[config.mk]
export PLATFORM = sky130hd
export DESIGN_NAME = trap_ctrl
export DESIGN_NICKNAME = d
export VERILOG_FILES = /design/src/rtl/trap_ctrl.sv
export SDC_FILE = /design/constraint.sdc
export NUM_CORES = 1
export LEC_CHECK = 0
export ABC_AREA = 1
export CORE_ASPECT_RATIO = 0.7
export CORE_MARGIN = 2
export CORE_UTILIZATION = 25
export CTS_CLUSTER_DIAMETER = 100
export DETAILED_ROUTE_END_ITERATION = 8
export GPL_ROUTABILITY_DRIVEN = 0
export SYNTH_ARGS = -nofsm -noshare
export SYNTH_HDL_FRONTEND = slang
export SYNTH_SLANG_ARGS = --single-unit
[constraint.sdc]
create_clock -name clk -period 2.7 [get_ports clk]
set_clock_uncertainty 0.2 [all_clocks]
set_input_delay 0.81 -clock clk [delete_from_list [all_inputs] [get_ports clk]]
set_output_delay 0.81 -clock clk [all_outputs]
set_load 0.05 [all_outputs]
[src/rtl/trap_ctrl.sv]
// Trap / mret sequencer: captures a synchronous exception, writes CSRs for one cycle,
// then redirects the PC; a nested exception halts the core until reset.
module trap_ctrl (
  input  logic        clk,
  input  logic        rst,
  input  logic        exc_valid,
  input  logic [4:0]  exc_cause,
  input  logic [31:0] exc_pc,
  input  logic [31:0] exc_tval,
  input  logic        mret_valid,
  input  logic        in_trap,
  input  logic [31:0] csr_ecall,
  input  logic [31:0] csr_mret,
  output logic [5:0]  exception_code,
  output logic [31:0] exception_mtval,
  output logic [31:0] trap_epc,
  output logic        trap_wsel,
  output logic        stall,
  output logic        flush,
  output logic        redirect_valid,
  output logic [31:0] redirect_pc,
  output logic        halt
);

  typedef enum logic [2:0] {
    IDLE,
    TRAP_WR,
    TRAP_JMP,
    MRET_WR,
    MRET_JMP,
    HALT
  } state_t;

  state_t      state;
  logic [4:0]  cause_q;
  logic [31:0] pc_q;
  logic [31:0] tval_q;

  assign trap_epc        = pc_q;
  assign exception_mtval = tval_q;

  // Control outputs are registered alongside the next state so each one is
  // valid for exactly the cycle the FSM spends in the matching state.
  always_ff @(posedge clk or posedge rst) begin
    if (rst) begin
      state          <= IDLE;
      cause_q        <= '0;
      pc_q           <= '0;
      tval_q         <= '0;
      exception_code <= '0;
      trap_wsel      <= 1'b0;
      stall          <= 1'b0;
      flush          <= 1'b0;
      redirect_valid <= 1'b0;
      halt           <= 1'b0;
    end else begin
      exception_code <= '0;
      trap_wsel      <= 1'b0;
      stall          <= 1'b0;
      flush          <= 1'b0;
      redirect_valid <= 1'b0;
      case (state)
        IDLE: begin
          if (exc_valid && !in_trap) begin
            cause_q        <= exc_cause;
            pc_q           <= exc_pc;
            tval_q         <= exc_tval;
            exception_code <= {1'b1, exc_cause};
            trap_wsel      <= 1'b1;
            stall          <= 1'b1;
            flush          <= 1'b1;
            state          <= TRAP_WR;
          end else if (exc_valid) begin
            halt  <= 1'b1;
            stall <= 1'b1;
            flush <= 1'b1;
            state <= HALT;
          end else if (mret_valid) begin
            exception_code <= 6'b011111;
            trap_wsel      <= 1'b1;
            stall          <= 1'b1;
            flush          <= 1'b1;
            state          <= MRET_WR;
          end
        end
        TRAP_WR: begin
          redirect_valid <= 1'b1;
          stall          <= 1'b1;
          flush          <= 1'b1;
          state          <= TRAP_JMP;
        end
        MRET_WR: begin
          redirect_valid <= 1'b1;
          stall          <= 1'b1;
          flush          <= 1'b1;
          state          <= MRET_JMP;
        end
        TRAP_JMP, MRET_JMP: begin
          state <= IDLE;
        end
        HALT: begin
          halt  <= 1'b1;
          stall <= 1'b1;
          flush <= 1'b1;
        end
        default: begin
          state <= IDLE;
        end
      endcase
    end
  end

  // Target follows the forwarded CSR value live during the jump cycle.
  always_comb begin
    redirect_pc = '0;
    case (state)
      TRAP_JMP: redirect_pc = csr_ecall & 32'hFFFF_FFFC;
      MRET_JMP: redirect_pc = csr_mret & 32'hFFFF_FFFE;
      default:  redirect_pc = '0;
    endcase
  end

endmodule

==> results of run 1 <==
## metrics by stage
stage	cells	instance area (um^2)	power [uW]	utilization	worst slack, ns
3_5_place_dp	846	6450	8100	0.467	0.0159
4_1_cts	861	6790	9520	0.491	-0.000725
6_report	866	6890	9530	0.498	0.0261
5_1_grt	866	6890	9980	0.498	-0.0292
3_3_place_gp	846	6450	8040	0.467	0.0274
2_1_floorplan	441	3530	5530	-	0.323
## logic make-up (layout without fill, tap and decap cells)
kind of cell,count (synthesis),after routing,synth area share
AND/OR/NAND/NOR,314,314,0.385
flip-flops,77,77,0.547
buffers and inverters,46,281,0.0622
AO/OA/AOI/OAI,3,3,0.00426
other,1,1,0.00106
## where the power goes
part	internal, uW	switching, uW	total (uW)
sequential	1670	302	1970
clock	899	465	1360
combinational	2190	4000	6200
total	4760	4770	9530
## repair_timing
action / in CTS / in global routing
buffers inserted: 0 / 3
gates resized for setup: 3 / 11
setup endpoints to repair: 11 / 21
pin swaps: 1 / 1
cloned: 0 / 2
## registers in the layout, summed over array words and instances, names as in the netlist
name	flops
redirect_valid	1
flush	1
trap_wsel	1
exception_mtval	32
state	3
exception_code	6
halt	1
trap_epc	32
## placed cells by master (no fill, tap or decap), drive strengths merged
cell type | synthesis | layout
buf | 26 | 46
clkdlybuf4s50 | 0 | 209
a21oi | 1 | 1
inv | 10 | 10
clkinvlp | 0 | 2
conb | 1 | 1
nor3 | 2 | 2
dfrtp | 77 | 77
nand4 | 64 | 64
nand2 | 227 | 227
clkbuf | 10 | 10
o21ai | 2 | 2
bufinv | 0 | 3
and2 | 1 | 1
nand3 | 4 | 4
nor2 | 15 | 15
nand3b | 1 | 1
clkinv | 0 | 1
## worst min path at each step
stage                               end                 from  cells past startpoint
detailed placement         trap_epc[10]         trap_epc[10]                      2
global route        exception_mtval[20]  exception_mtval[20]                      2
CTS                        trap_epc[15]         trap_epc[15]                      2
floorplan                redirect_valid             state[2]                      1
finish                     trap_epc[15]         trap_epc[15]                      2
global placement     exception_mtval[7]   exception_mtval[7]                      2
## final cells by class
cell class	instances	share of cell area
tap	190	0.0345
sequential	77	0.280
clock buffer	9	0.0327
timing repair buffer	256	0.422
multi-input combinational	318	0.209
inverter	10	0.00600
clock inverter	6	0.0162
## layer usage
layer  vias to the layer above  GRT usage  wire length [um]
met5                         -          0                 0
met4                         0     0.0362               149
met3                        10     0.0605              1130
met2                       151      0.281              6510
met1                      1775      0.201              5330
li1                       1886          -                 -
## worst max-delay path, cell delays in order
cell	delay, ns
clkdlybuf4s50_1	0.52
nand2_1	0.07
nand2_1	0.11
buf_12	0.15
==> flow_metrics.py, run 1 <==
metrics = {
    "job": {
        "number_of_maximum_capacitance_constraint_violations": 0,
    },
    "timing": {
        "total_negative_slack_for_setup_checks_ns": 0,
        "min_period_over_period": 0.990,
        "worst_slew_pin_slew_ns": 0.542,
        "slew-limit-headroom": 0.637,
        "timing_max_transition_violations_final": 0,
        "finalHoldWorstSlack_ns": 0.266,
        "timing_hold_violations_final": 0,
        "final_period_minus_worst_setup_slack_ns": 2.67,
        "finalSetupViolations": 0,
        "maxClockFrequency_mhz": 374,
        "rsz0062_at_grt": "true",
    },
    "logic_synthesis": {
        "yosys.cell_types.count": 18,
        "postSynth.asyncResetShare": 1.00,
        "synth.top_cell.area_share": 0.547,
        "yosysWarnings": 0,
        "synth_area_leader_cell": "dfrtp_1",
        "synth_enable_flop_cells": 0,
        "ys_seq_area_frac": 0.547,
        "ys_ff_latch": 77,
        "synth_ff_type": "dfrtp_1",
        "synth_most_common_cell": "nand2_1",
        "synth_common_cells": "nand2_1 (227), dfrtp_1 (77), nand4_1 (64)",
        "cell_types_with_the_largest_area_share_after_synthesis": "dfrtp_1 (55%), nand2_1 (24%), nand4_1 (11%)",
        "synth_area_um2": 3520,
        "synth_fp_nets": 579,
        "synthesis.instances": 441,
        "synthesis.area_per_instance_um2": 7.99,
    },
    "finish": {
        "multi_input_comb_area_um2": 1440,
        "area_growth_syn_to_layout_pct": 95.5,
        "antenna_diode_instance_count": 0,
        "post_route_cells_drive_above_1_share": 0.121,
        "area.sequential_um2": 1930,
        "fillerInstances": 1287,
        "finalNetCount": 810,
    },
    "global_routing": {
        "first_global_vias": 3516,
        "grt_pass1_wl_um": 19300,
        "globalRouteTotalUtil": 0.164,
        "grt_overflow": 0,
        "antenna_found_initial": 0,
        "grt_max_degree": 66,
    },
    "placement": {
        "place.port_buffers": 240,
        "dp_hpwl_um": 9890,
    },
    "die": {
        "floorplan.die_area_um2": 15100,
        "die-width_um": 146,
        "start_util": 0.255,
        "core-area_um2": 13800,
        "placement_rows": 36,
        "die-height_um": 103,
        "floorplan.io_pins": 245,
    },
    "clock_tree": {
        "clock-root-buffer": "clkbuf_16",
        "numCtsBuffers": 9,
        "htree_levels": 3,
        "tritoncts_num_sinks": 77,
        "clockBufferDepth": 2,
        "clock_insertion_delay_worst_skew_ns": 0.32,
        "hold_buffers": 0,
        "clk_pin_slew_worst_paths_ns": 0.06,
        "clock_tree_from_tritoncts": "yes",
    },
    "critical_path": {
        "crit_path_end": "redirect_pc[8]",
        "r2r-end": "exception_mtval[12]",
        "setup.worst_path.class": "in -> out",
        "critPathCaptureType": "output port",
        "worst-endpoint-required_ns": 1.69,
        "worst_r2r_path_depth": 4,
        "r2r_start": "state[0]",
        "worst_ep_arrival_time_ns": 1.66,
        "worstSetupStartpoint": "csr_mret[8]",
        "reg2reg_slack_ns": 0.99,
        "critPathMaxFanout": 1,
        "critPathLaunchType": "input pin",
    },
    "run_status": {
        "status": "finished clean",
    },
    "worst_hold_path": {
        "timing.hold.worst.class": "reg -> reg",
    },
    "routing": {
        "detail_route.drc_violations": 0,
        "route.final.wire_length_um": 13100,
        "dr.pass1.iters": 4,
        "routed_wire_length_per_instance_um": 15.2,
        "antenna_violating_nets_post_route": 0,
        "route.vias.total": 3822,
        "via_per_inst": 4.41,
        "drt_first_iter_violations": 128,
    },
    "power": {
        "p_per_area_nw_per_um2": 1380,
        "max-vdd-ir-drop_mv": 0.517,
        "power_leakage_uw": 0.00321,
    },
}
No activity file was read; power rests on OpenSTA's default activity.
==> run 2: changes to the inputs <==
GPL_ROUTABILITY_DRIVEN = default   (was 0)
==> run 2 against run 1 <==
Register-to-register slack worse by 0.23 ns. Final cell count up 0.58%. Count of clock-buffer cells in the layout unchanged. Critical endpoint is now redirect_pc[10]. Largest cell class unchanged. Largest power group unchanged.
==> flow_metrics.py, run 2 (synthesis gave the netlist of run 1 again) <==
metrics = {
    "run_status": {
        "status": "finished clean",
    },
    "routing": {
        "route.vias.total": 3956,
        "routed_wire_length_per_instance_um": 15.7,
        "dr.pass1.iters": 4,
        "antenna_violating_nets_post_route": 0,
        "via_per_inst": 4.54,
        "route.final.wire_length_um": 13700,
        "drt_first_iter_violations": 169,
        "detail_route.drc_violations": 0,
    },
    "clock_tree": {
        "tritoncts_num_sinks": 77,
        "clock_insertion_delay_worst_skew_ns": 0.32,
        "numCtsBuffers": 9,
        "htree_levels": 3,
        "clock-root-buffer": "clkbuf_16",
        "clock_tree_from_tritoncts": "yes",
        "clockBufferDepth": 2,
        "clk_pin_slew_worst_paths_ns": 0.06,
        "hold_buffers": 0,
    },
    "global_routing": {
        "grt_pass1_wl_um": 19600,
        "globalRouteTotalUtil": 0.167,
        "antenna_found_initial": 0,
        "grt_overflow": 0,
        "first_global_vias": 3563,
        "grt_max_degree": 46,
    },
    "finish": {
        "antenna_diode_instance_count": 0,
        "post-route-util": 0.502,
        "stdcell_count": 871,
        "area_growth_syn_to_layout_pct": 97.1,
        "finalNetCount": 816,
        "post_route_cells_drive_above_1_share": 0.151,
        "layout_common_cells": "clkdlybuf4s50_1 (209), nand2_1 (204), dfrtp_1 (74)",
        "mostFrequentLayoutCell": "clkdlybuf4s50_1",
    },
    "critical_path": {
        "worst_ep_arrival_time_ns": 1.67,
        "critPathLaunchType": "input pin",
        "worst-endpoint-required_ns": 1.69,
        "critPathMaxFanout": 1,
        "critPathCaptureType": "output port",
        "setup.worst_path.class": "in -> out",
    },
    "timing": {
        "finalSetupViolations": 0,
        "min_period_over_period": 0.992,
        "timing_hold_violations_final": 0,
        "slew-limit-headroom": 0.638,
        "final_period_minus_worst_setup_slack_ns": 2.68,
        "maxClockFrequency_mhz": 373,
        "timing_max_transition_violations_final": 0,
        "worst_slew_pin_slew_ns": 0.542,
        "rsz0062_at_grt": "true",
        "final_critical_path_setup_slack_ns": 0.0210,
        "total_negative_slack_for_setup_checks_ns": 0,
    },
    "die": {
        "floorplan.die_area_um2": 15100,
        "core-area_um2": 13800,
        "placement_rows": 36,
        "floorplan.io_pins": 245,
        "start_util": 0.255,
        "die-height_um": 103,
        "die-width_um": 146,
    },
    "power": {
        "p_per_area_nw_per_um2": 1370,
        "pwr-share-seq": 0.208,
        "power_leakage_uw": 0.00322,
        "clkPwrFrac": 0.120,
        "power.switching_uw": 4820,
        "combPwrFrac": 0.672,
        "internal-power_uw": 4670,
        "max-vdd-ir-drop_mv": 0.541,
        "switching_share": 0.508,
    },
    "placement": {
        "gpl.final_weighted_congestion": 0.952,
        "place.port_buffers": 240,
        "placed_cells_incl_taps": 847,
        "dp_hpwl_um": 10000,
        "dp_worst_setup_slack_ns": 0.0241,
    },
    "job": {
        "number_of_maximum_capacitance_constraint_violations": 0,
    },
    "worst_hold_path": {
        "timing.hold.worst.class": "reg -> reg",
    },
}
## run 2: cell count changes in the layout (fill, tap and decap cells not counted), sizes merged
cell,previous run,this run
inv,10,9
bufinv,3,1
buf,46,50
clkinvlp,2,1
clkinv,1,4
clkbuf,10,12
## run 2: worst paths after layout
| kind | cells past startpoint | end | slack (ns) | start |
|---|---|---|---|---|
| setup / recovery | 4 | redirect_pc[10] | 0.02 | csr_ecall[10] |
| hold / removal | 2 | trap_epc[15] | 0.27 | trap_epc[15] |
| setup reg to reg | 5 | halt | 0.76 | state[1] |
| hold reg to reg | 2 | trap_epc[15] | 0.27 | trap_epc[15] |
| max in group asynchronous | 3 | state[2] | 1.10 | rst |
| min in group asynchronous | 2 | exception_mtval[10] | 0.62 | rst |
## run 2: layout make-up
| class | instances | area, um^2 |
|---|---|---|
| flip-flops and latches | 77 | 1930 |
| clock inverters | 5 | 53.8 |
| multi-input cells | 318 | 1470 |
| clock buffers | 9 | 225 |
| inverters | 10 | 41.3 |
| fillers | 1302 | 6890 |
| well taps | 190 | 238 |
| repair buffers | 262 | 2980 |
## run 2: timing repair
action	CTS	global route
buffers inserted	0	5
gates resized for setup	3	28
setup endpoints to repair	11	31
pin swaps	0	3
gates cloned	0	5
## run 2: power by group through the flow
stage | sequential (uW) | clock, uW | combinational (uW)
detailed placement | 1970 | 0 | 6120
global route | 2030 | 1240 | 6660
global placement | 1960 | 0 | 6090
floorplan | 3650 | 0 | 1890
finish | 1970 | 1140 | 6380
CTS | 1970 | 1190 | 6140
## run 2: critical path, stage by stage
cell             delay, ns
clkdlybuf4s50_1       0.52
nand2_1               0.07
nand2_1               0.11
buf_12                0.15
## run 2: per-layer routing
metal,track usage,up-vias,wire [um]
met5,0,-,0
met2,0.287,173,6760
li1,-,1903,-
met4,0.0483,0,227
met3,0.0605,12,1130
met1,0.200,1868,5550
## run 2: through the flow
stage	total power, uW	instance area [um^2]	hold WS, ns
after global routing	9930	6940	0.288
final	9490	6940	0.265
after detailed placement	8100	6450	0.257
after CTS	9300	6740	0.272
after floorplan	5530	3530	0.298
after global placement	8050	6450	0.252
